### src/rtl/clk_div_prog.sv
// Programmable integer clock divider: divides i_ref_clk by 1..2^W-1, ratio changes only at period boundaries.
// Optional macro CLK_DIV_PROG_DUTY50_EN adds a negedge flop giving exact 50% duty for odd ratios.
module clk_div_prog #(
    parameter int DIV_RATIO_WIDTH = 8
) (
    input  logic                       i_ref_clk,
    input  logic                       i_rst_n,
    input  logic                       i_clk_en,
    input  logic [DIV_RATIO_WIDTH-1:0] i_div_ratio,
    output logic                       o_div_clk,
    output logic                       o_tick,
    output logic [DIV_RATIO_WIDTH-1:0] o_ratio_cur
);

    localparam int W = DIV_RATIO_WIDTH;
    localparam logic [W-1:0] C_ZERO = '0;
    localparam logic [W-1:0] C_ONE  = W'(1);
    localparam logic [W-1:0] C_TWO  = W'(2);

    logic [W-1:0] r_cnt;
    logic [W-1:0] r_ratio_sh;
    logic         r_div_q;
    logic         r_tick;
    logic         r_run;

    logic         w_divide;
    logic         w_last;
    logic         w_load;
    logic [W-1:0] w_ratio_nxt;
    logic         w_divide_nxt;
    logic         w_keep;
    logic [W-1:0] w_cnt_nxt;
    logic [W-1:0] w_half;
    logic [W-1:0] w_thresh;
    logic         w_div_q_nxt;

    // ratio_sh >= 2 in DIVIDE, so ratio_sh-1 never underflows there.
    assign w_divide     = (r_ratio_sh >= C_TWO);
    assign w_last       = w_divide && (r_cnt == (r_ratio_sh - C_ONE));
    assign w_load       = !i_clk_en || !w_divide || w_last;
    assign w_ratio_nxt  = w_load ? i_div_ratio : r_ratio_sh;
    assign w_divide_nxt = (w_ratio_nxt >= C_TWO);

    // Keep dividing only if the following cycle is still in DIVIDE; otherwise park.
    assign w_keep    = i_clk_en && w_divide && w_divide_nxt;
    // r_run low means the period (re)starts: first active edge lands on cnt=0.
    assign w_cnt_nxt = (!r_run || w_last) ? C_ZERO : (r_cnt + C_ONE);
    assign w_half    = r_ratio_sh >> 1;

`ifdef CLK_DIV_PROG_DUTY50_EN
    assign w_thresh = w_half;
`else
    assign w_thresh = r_ratio_sh - w_half;
`endif

    assign w_div_q_nxt = (w_cnt_nxt < w_thresh);

    always_ff @(posedge i_ref_clk or negedge i_rst_n) begin
        if (!i_rst_n) begin
            r_cnt      <= C_ZERO;
            r_ratio_sh <= C_ONE;
            r_div_q    <= 1'b0;
            r_tick     <= 1'b0;
            r_run      <= 1'b0;
        end else begin
            r_ratio_sh <= w_ratio_nxt;
            if (w_keep) begin
                r_cnt   <= w_cnt_nxt;
                r_div_q <= w_div_q_nxt;
                r_tick  <= (w_cnt_nxt == C_ZERO);
                r_run   <= 1'b1;
            end else begin
                r_cnt   <= C_ZERO;
                r_div_q <= 1'b0;
                r_tick  <= 1'b0;
                r_run   <= 1'b0;
            end
        end
    end

`ifdef CLK_DIV_PROG_DUTY50_EN
    logic r_neg_q;
    logic w_odd_ext;

    always_ff @(negedge i_ref_clk or negedge i_rst_n) begin
        if (!i_rst_n) begin
            r_neg_q <= 1'b0;
        end else begin
            r_neg_q <= r_div_q;
        end
    end

    // Half-cycle extension only for odd ratios; even ratios are already 50%.
    assign w_odd_ext = r_ratio_sh[0] & r_neg_q;
`else
    logic w_odd_ext;
    assign w_odd_ext = 1'b0;
`endif

    // Bypass mux is gated by reset so the output is low throughout reset.
    assign o_div_clk   = w_divide ? (r_div_q | w_odd_ext)
                                  : (i_ref_clk & i_clk_en & i_rst_n);
    assign o_tick      = r_tick;
    assign o_ratio_cur = r_ratio_sh;

endmodule
### config.mk
export PLATFORM = sky130hd
export DESIGN_NAME = clk_div_prog
export DESIGN_NICKNAME = d
export VERILOG_FILES = /design/src/rtl/clk_div_prog.sv
export SDC_FILE = /design/constraint.sdc
export NUM_CORES = 1
export LEC_CHECK = 0
export CORE_UTILIZATION = 56
export DETAILED_ROUTE_END_ITERATION = 8
export GPL_TIMING_DRIVEN = 0
export PLACE_DENSITY = 0.84
export SYNTH_ARGS = -nofsm -noshare
export SYNTH_HDL_FRONTEND = slang
export SYNTH_SLANG_ARGS = --single-unit
export TNS_END_PERCENT = 30
### constraint.sdc
create_clock -name i_ref_clk -period 3.25 [get_ports i_ref_clk]
set_input_delay 0.65 -clock i_ref_clk [delete_from_list [all_inputs] [get_ports i_ref_clk]]
set_output_delay 0.65 -clock i_ref_clk [all_outputs]
set_load 0.1 [all_outputs]
---- Word level (Yosys, flattened, before mapping) ----
Cells that the tools add are included.
word-level totals
  register bits after elaboration ......... 19
operators by class
  eq/ne operators ......................... 1
  add/subtract/negate cells ............... 3
  bitwise gates (word level) .............. 2
  reduce and logical (&&, ||, !) cells .... 10
  magnitude comparators ................... 3
  multiplexer cells ....................... 7
operators by type and width
  operator                                             count
  two-way mux 8 bit                                    3
  >= comparator 8 x 2 -> 1 bit, second input constant  2
  adder 8 x 1 -> 8 bit, second input constant          1
  == test 8 bit                                        1
  logical NOT 8 bit                                    1
  less-than comparator 8 bit                           1
  subtractor 8 x 1 -> 8 bit, second input constant     1
  subtractor 8 x 7 -> 8 bit                            1
  two-way mux 1 bit                                    4
  logical AND 1 bit                                    3
  logical NOT 1 bit                                    3
  logical OR 1 bit                                     3
  bitwise AND 1 bit                                    2

---- Depth between registers and ports, before layout ----
  depth after elaboration ................. 8
  mapped depth ............................ 15
  depth with buffers taken out ............ 14

==> reports/results.ini <==
[place]
finalWeightedCongestion = 0.858
pre_cts_ws_ns = -0.672
dp_hpwl_um = 3180
place.port_buffers = 20

[yosys]
synth_area_leaders = dfrtp_1 (25%), ha_1 (19%), xnor2_1 (8.2%), mux2_4 (6.6%), nor2_1 (3.7%)
netlist_instances = 182
seq_area_frac_synth = 0.263
synth-seq-cells = 19
syn_area_um2 = 1810
synth_top_cell_area_share = 0.249
synth.avg_cell_area_um2 = 9.95
ys_warn_count = 0
syn-num-nets = 221
async_reset_ff_frac = 1.00
yosysTopAreaCell = dfrtp_1
ys_types = 44
synth_ff_type = dfrtp_1
synth_edf_count = 0

[route]
routed_wl_um = 4780
post_drt_wl_per_cell_um = 17.1
drtAntennaViolNets = 0
dr.pass1.iters = 6
vias = 1581
drc = 0
via_per_inst = 5.67
first_iter_violations = 68

[grt]
antenna_found_initial = 0
grt_overflow = 0
grt_pass1_wl_um = 6980
grtUsageTotal = 0.278
grt_pass1_vias = 1465
grt_max_degree = 21

[cells_and_area]
drive_gt1_frac = 0.294
nFillCells = 205
antenna_cells = 0
synthToLayoutAreaGrowth_pct = 32.1
nets = 275
post-route-util = 0.784

[sta]
holdWs_ns = 0.467
period_share = 0.962
slew_violations = 0
worst_slack_ns = 0.123
finalSetupViolCount = 0
timing.setup.tns_ns = 0
timing.final.crit_period_ns = 3.13
relSlewSlack = 0.348
worst_pin_slew_ns = 0.975
fmax_mhz = 320
hold_viol = 0
fin_skew_ns = 0.00206

[floorplan]
die_h_um = 58.9
coreArea_um2 = 3050
die_width_um = 58.9
io_pins = 21
rows = 20
initial_core_util = 0.593
die_area_um2 = 3460

[setup_path]
critical_path.top_delay_family = compound AO/OA/AOI/OAI gates
crit_top_cell = ha_1
cp_slowest_cell = dfrtp_4
arrival_ns = 3.47
cp.required_ns = 3.59
crit_path_max_fanout = 8
critPathKind = reg -> reg
worstSetupEndpointType = flip-flop
slowest_delay_ns = 0.47
rrSetupSlack_ns = 0.12
critPathLaunchType = flip-flop
cp.buffers_inverters = 3
path_cells = clkinvlp_4 > buf_4 > ha_1 > nand3b_1 > a31oi_4 > nor4b_4 > a41o_1 > buf_6 > nor2_1 > ha_1 > nor2b_1 > o21ai_1 > nand2b_1 > a21oi_2 > o21ai_2 > a211oi_2

[power_and_ir_drop]
powerDensity_nw_per_um2 = 623
vdd_drop_max_mv = 0.481
leakage_uw = 0.00110

[hold_path]
hold_path.class = in -> async

[clocking]
cts_tree = yes
holdBufCountCts = 0
clk_latency_ns = 0.42
clk_pin_slew_worst_paths_ns = 0.12

[outcome]
status = finished, final reports clean

[job]
maxCapViolations = 0

==> flip-flops by register name, indices dropped and copies added (netlist names) <==
| signal | count |
|---|---|
| r_div_q | 1 |
| o_ratio_cur | 8 |
| r_cnt | 8 |
| o_tick | 1 |
| r_run | 1 |
==> area by class of cell <==
cell class	count	area, um^2	share of cell area
multi-input combinational	147	1310	0.549
sequential	19	503	0.210
timing repair buffer	45	384	0.161
inverter	15	67.6	0.0282
tap	44	55.1	0.0230
clock buffer	7	52.6	0.0220
buffer	1	11.3	0.00471
clock inverter	1	5.00	0.00209
==> stage by stage <==
stage          area (um^2)  std cells  power [uW]
2_1_floorplan         1850        182         965
3_3_place_gp          2100        246        1120
3_5_place_dp          2100        246        1160
4_1_cts               2170        255        1350
5_1_grt               2390        279        1570
6_report              2390        279        1490
==> final timing paths <==
check	from	cells after the start	endpoint
max	o_ratio_cur[5]	16	r_div_q
min	i_rst_n	1	r_cnt[1]
max reg2reg	o_ratio_cur[5]	16	r_div_q
min reg2reg	r_cnt[0]	1	r_cnt[0]
max in group asynchronous	i_rst_n	1	o_ratio_cur[2]
min in group i_ref_clk	r_cnt[0]	1	r_cnt[0]
==> cells by family after synthesis <==
kind of cell | after synthesis | synth area share
AND/OR/NAND/NOR | 58 | 0.198
flip-flops | 19 | 0.263
XOR/XNOR | 24 | 0.116
buffers and inverters | 16 | 0.0352
AO/OA/AOI/OAI | 28 | 0.116
adder cells (fa/ha/maj) | 28 | 0.198
multiplexers | 9 | 0.0739
==> placed cells by master, fill, tap and decap left out, types with 2 or more instances in the layout <==
cell and n:
o21ai_0 2, and4_1 2, nor3_1 3, nor4_1 2, clkinvlp_4 3, clkdlybuf4s50_1 18, a31oi_4 2, inv_1 11
nand4_1 2, xnor2_1 17, buf_4 26, dfrtp_1 12, nand3b_1 2, and3_1 4, dfrtp_4 6, clkbuf_4 7
a21o_1 3, ha_1 24, nor2_1 18, xor2_1 7, nand3_1 7, ha_2 3, nor3_2 2, a21oi_1 5
mux2_4 8, o21bai_1 3, nor2b_1 4, nand2b_1 5, o21a_1 2
==> layer usage <==
metal	GRT usage	routed length [um]	vias to the layer above
met4	0.139	108	0
met2	0.430	2440	52
li1	-	-	748
met5	0	0	-
met1	0.367	2020	770
met3	0.0571	204	11
==> report_power, final <==
group | internal (uW) | switching, uW | leakage [uW]
clock | 95.1 | 127 | 0.0000473
combinational | 399 | 548 | 0.000821
sequential | 278 | 43.1 | 0.000236
==> timing repair <==
item                                    in CTS  in global routing
pin swaps                                    3                  7
endpoints found under the setup margin       5                  4
buffers inserted                             2                 24
resized for setup                            8                 12
==> cells in the mapped netlist (2+ instances only) <==
cell type  count
a21oi_1        6
and4_1         2
nand3_1        7
nand4_1        2
nor2b_1        4
xor2_1         7
o21bai_1       3
nand3b_1       2
nor2_1        18
inv_1         15
a21o_1         3
mux2_4         8
dfrtp_1       18
xnor2_1       17
nand2b_1       5
ha_1          27
o21ai_0        3
nor4_1         2
nor3_1         4
and3_1         4
o21a_1         2
No activity file was read; power rests on OpenSTA's default activity.
==> RTL edit: new RTL, same flow settings <==
Change the parameter `DIV_RATIO_WIDTH` from 8 to 6.
--- a/src/rtl/clk_div_prog.sv
+++ b/src/rtl/clk_div_prog.sv
@@ -1,7 +1,7 @@
 // Programmable integer clock divider: divides i_ref_clk by 1..2^W-1, ratio changes only at period boundaries.
 // Optional macro CLK_DIV_PROG_DUTY50_EN adds a negedge flop giving exact 50% duty for odd ratios.
 module clk_div_prog #(
-    parameter int DIV_RATIO_WIDTH = 8
+    parameter int DIV_RATIO_WIDTH = 6
 ) (
     input  logic                       i_ref_clk,
     input  logic                       i_rst_n,
Ports: changed (resized i_div_ratio and o_ratio_cur); port bits go from 21 to 17. No check against the original RTL was run, so the function may have changed too.
==> RTL edit against the original RTL <==
Sequential cell count fell by 4. Wire length fell by 36%. Combinational power fell by 43%. Largest power group unchanged. Utilization rose by 0.44 points. Synthesized cell count fell by 24%. Final area fell by 33%. Area after synthesis fell by 30%. Sequential power fell by 24%. Power fell by 33%. Final cell count fell by 30%. Worst setup slack got worse by 2.5 ps. Clock power fell by 7%. Maximum frequency barely moved.
==> RTL edit: results (changes against the original RTL) <==
| Metric | Value |
|---|---|
| Final Net Count | 196 (-29%) |
| Top cells by area, synth | dfrtp_1, ha_1, xnor2_1, mux2_2, xor2_1 |
| Worst hold slack | 382.9 ps (-83.70 ps) |
| Largest net degree at the start of global routing | 17 (-19%) |
| CTS resizes | 6 (-2) |
| Post-synth top flop | dfrtp_1 |
| DR pass1 iterations | 4 (-2) |
| Vias in the first global route | 1,092 (-25%) |
| Antenna violations before repair | 0 (unchanged) |
| Fillers | 131 (-36%) |
| Rel. slew slack | 34.68% (-0.098 points) |
| Synth async-reset ratio | 100.0% (unchanged) |
| Seq/Total Area, Yosys | 29.71% (+3.4 points) |
| Synth Warn # | 0 (unchanged) |
| Pre-CTS WS | -429.6 ps (+242.4 ps) |
| Crit path max-delay family | simple AND/OR/NAND/NOR gates |
| Fin crit period | 3130 ps (+2.543 ps) |
| Synth cell types | 35 (-20%) |
| Syn_nets | 166 (-25%) |
| Worst setup path end | r_div_q |
| Maximum vdd drop | 0.0005050 V (+4.9%) |
| P&R area growth vs syn | 26.95% |
| Share of cells above drive strength 1 | 23.35% (-6.0 points) |
| Grt total ovfl | 0 (unchanged) |
| Antenna fix cells | 0 (unchanged) |
| DR vias/cell | 5.552 (-2.0%) |
| Placed inst area | 1466 sq um (-30%) |
| Max Clock Skew | 13.93 ps (+11.87 ps) |
| Worst r2r src | o_ratio_cur[0] |
| Worst Hold Class | primary input to async pin |
| Final GP Congestion | 0.8443 (-1.6%) |
| CP Max Fanout | 5 (-3) |
| Leakage | 0.7401 nW (-33%) |
| Crit-path max cell delay | 590 ps (+120 ps) |
| First-pass GRT wire length | 4905 um (-30%) |
| WS Path Type | flip-flop to flip-flop |
| NetSw | 0.4822 mW (-33%) |
| Buffers added on ports | 16 (-20%) |
| Skew-Pair Late Insertion Delay | about 410 ps |
| # Post-CTS Setup Buffers | 0 (-2) |
| GRT Overall Usage | 27.40% (-0.38 points) |
| Slowest-stage cell, CP | dfstp_2 |
| EDFF count, synth | 0 (unchanged) |
| Status | complete, no violations |
| Detailed Place HPWL | 2027 um (-36%) |
| Post-synth top cells | ha_1, nor2_1, dfrtp_1, inv_1, xnor2_1 |
| Clk slew on worst S/H paths | about 110 ps |
| Cell count of the worst reg-to-reg path | 14 (-2) |
| Initial DRC count | 43 (-37%) |
| Worst EP arrival | 3460 ps (about the same) |
| Routed len/inst | 15.80 um (-7.7%) |
==> RTL edit: kinds of logic (layout without fill, tap and decap cells) <==
family	Yosys count	in the layout	share of synthesized area, %
mux	6	6	5.330
compound gates	16	16	8.193
xor+xnor	18	18	12.44
fa+ha+maj	19	19	19.35
simple gates	45	45	18.26
buf+inv	19	48	6.712
flops	15	15	29.71
==> RTL edit: cell type report <==
cell class	instances	area share [%]
Multi-Input combinational cell	104	53.58
Timing Repair Buffer	21	11.90
Inverter	14	3.266
Buffer	5	2.255
Sequential cell	15	23.48
Tap cell	27	2.100
Clock buffer	7	3.110
Clock inverter	1	0.3110
==> RTL edit: worst register-to-register path: stages (launching register included) <==
cell and delay [ps]:
dfstp_2 590, inv_2 60, ha_4 160, xnor2_2 130, xnor2_1 130, or4_4 560, o31ai_4 360, buf_6 170
nor2_1 50, ha_1 300, a21oi_1 140, nor2_1 50, nor2_1 80, nand2_1 60, nor3_2 210
==> RTL edit: metal layers <==
metal / track usage [%] / up-vias / part of all wire [%]
met5: 0 / - / 0
met4: 17.62 / 0 / 0.85
met3: 6.481 / 4 / 4.2
met2: 41.44 / 42 / 51
met1: 34.70 / 511 / 44
li1: - / 520 / -
==> RTL edit: stage by stage <==
step	instances	power, mW
2_1_floorplan	138	0.6453
3_3_place_gp	181	0.7539
3_5_place_dp	181	0.7701
4_1_cts	188	0.9491
5_1_grt	194	1.065
6_report	194	0.9920
==> RTL edit: power by group through the flow <==
stage | registers (mW) | logic [mW] | clock network, mW
2_1_floorplan | 0.352 | 0.260 | 0.0339
3_3_place_gp | 0.242 | 0.471 | 0.0408
3_5_place_dp | 0.244 | 0.485 | 0.0408
4_1_cts | 0.241 | 0.496 | 0.213
5_1_grt | 0.245 | 0.591 | 0.229
6_report | 0.243 | 0.544 | 0.206
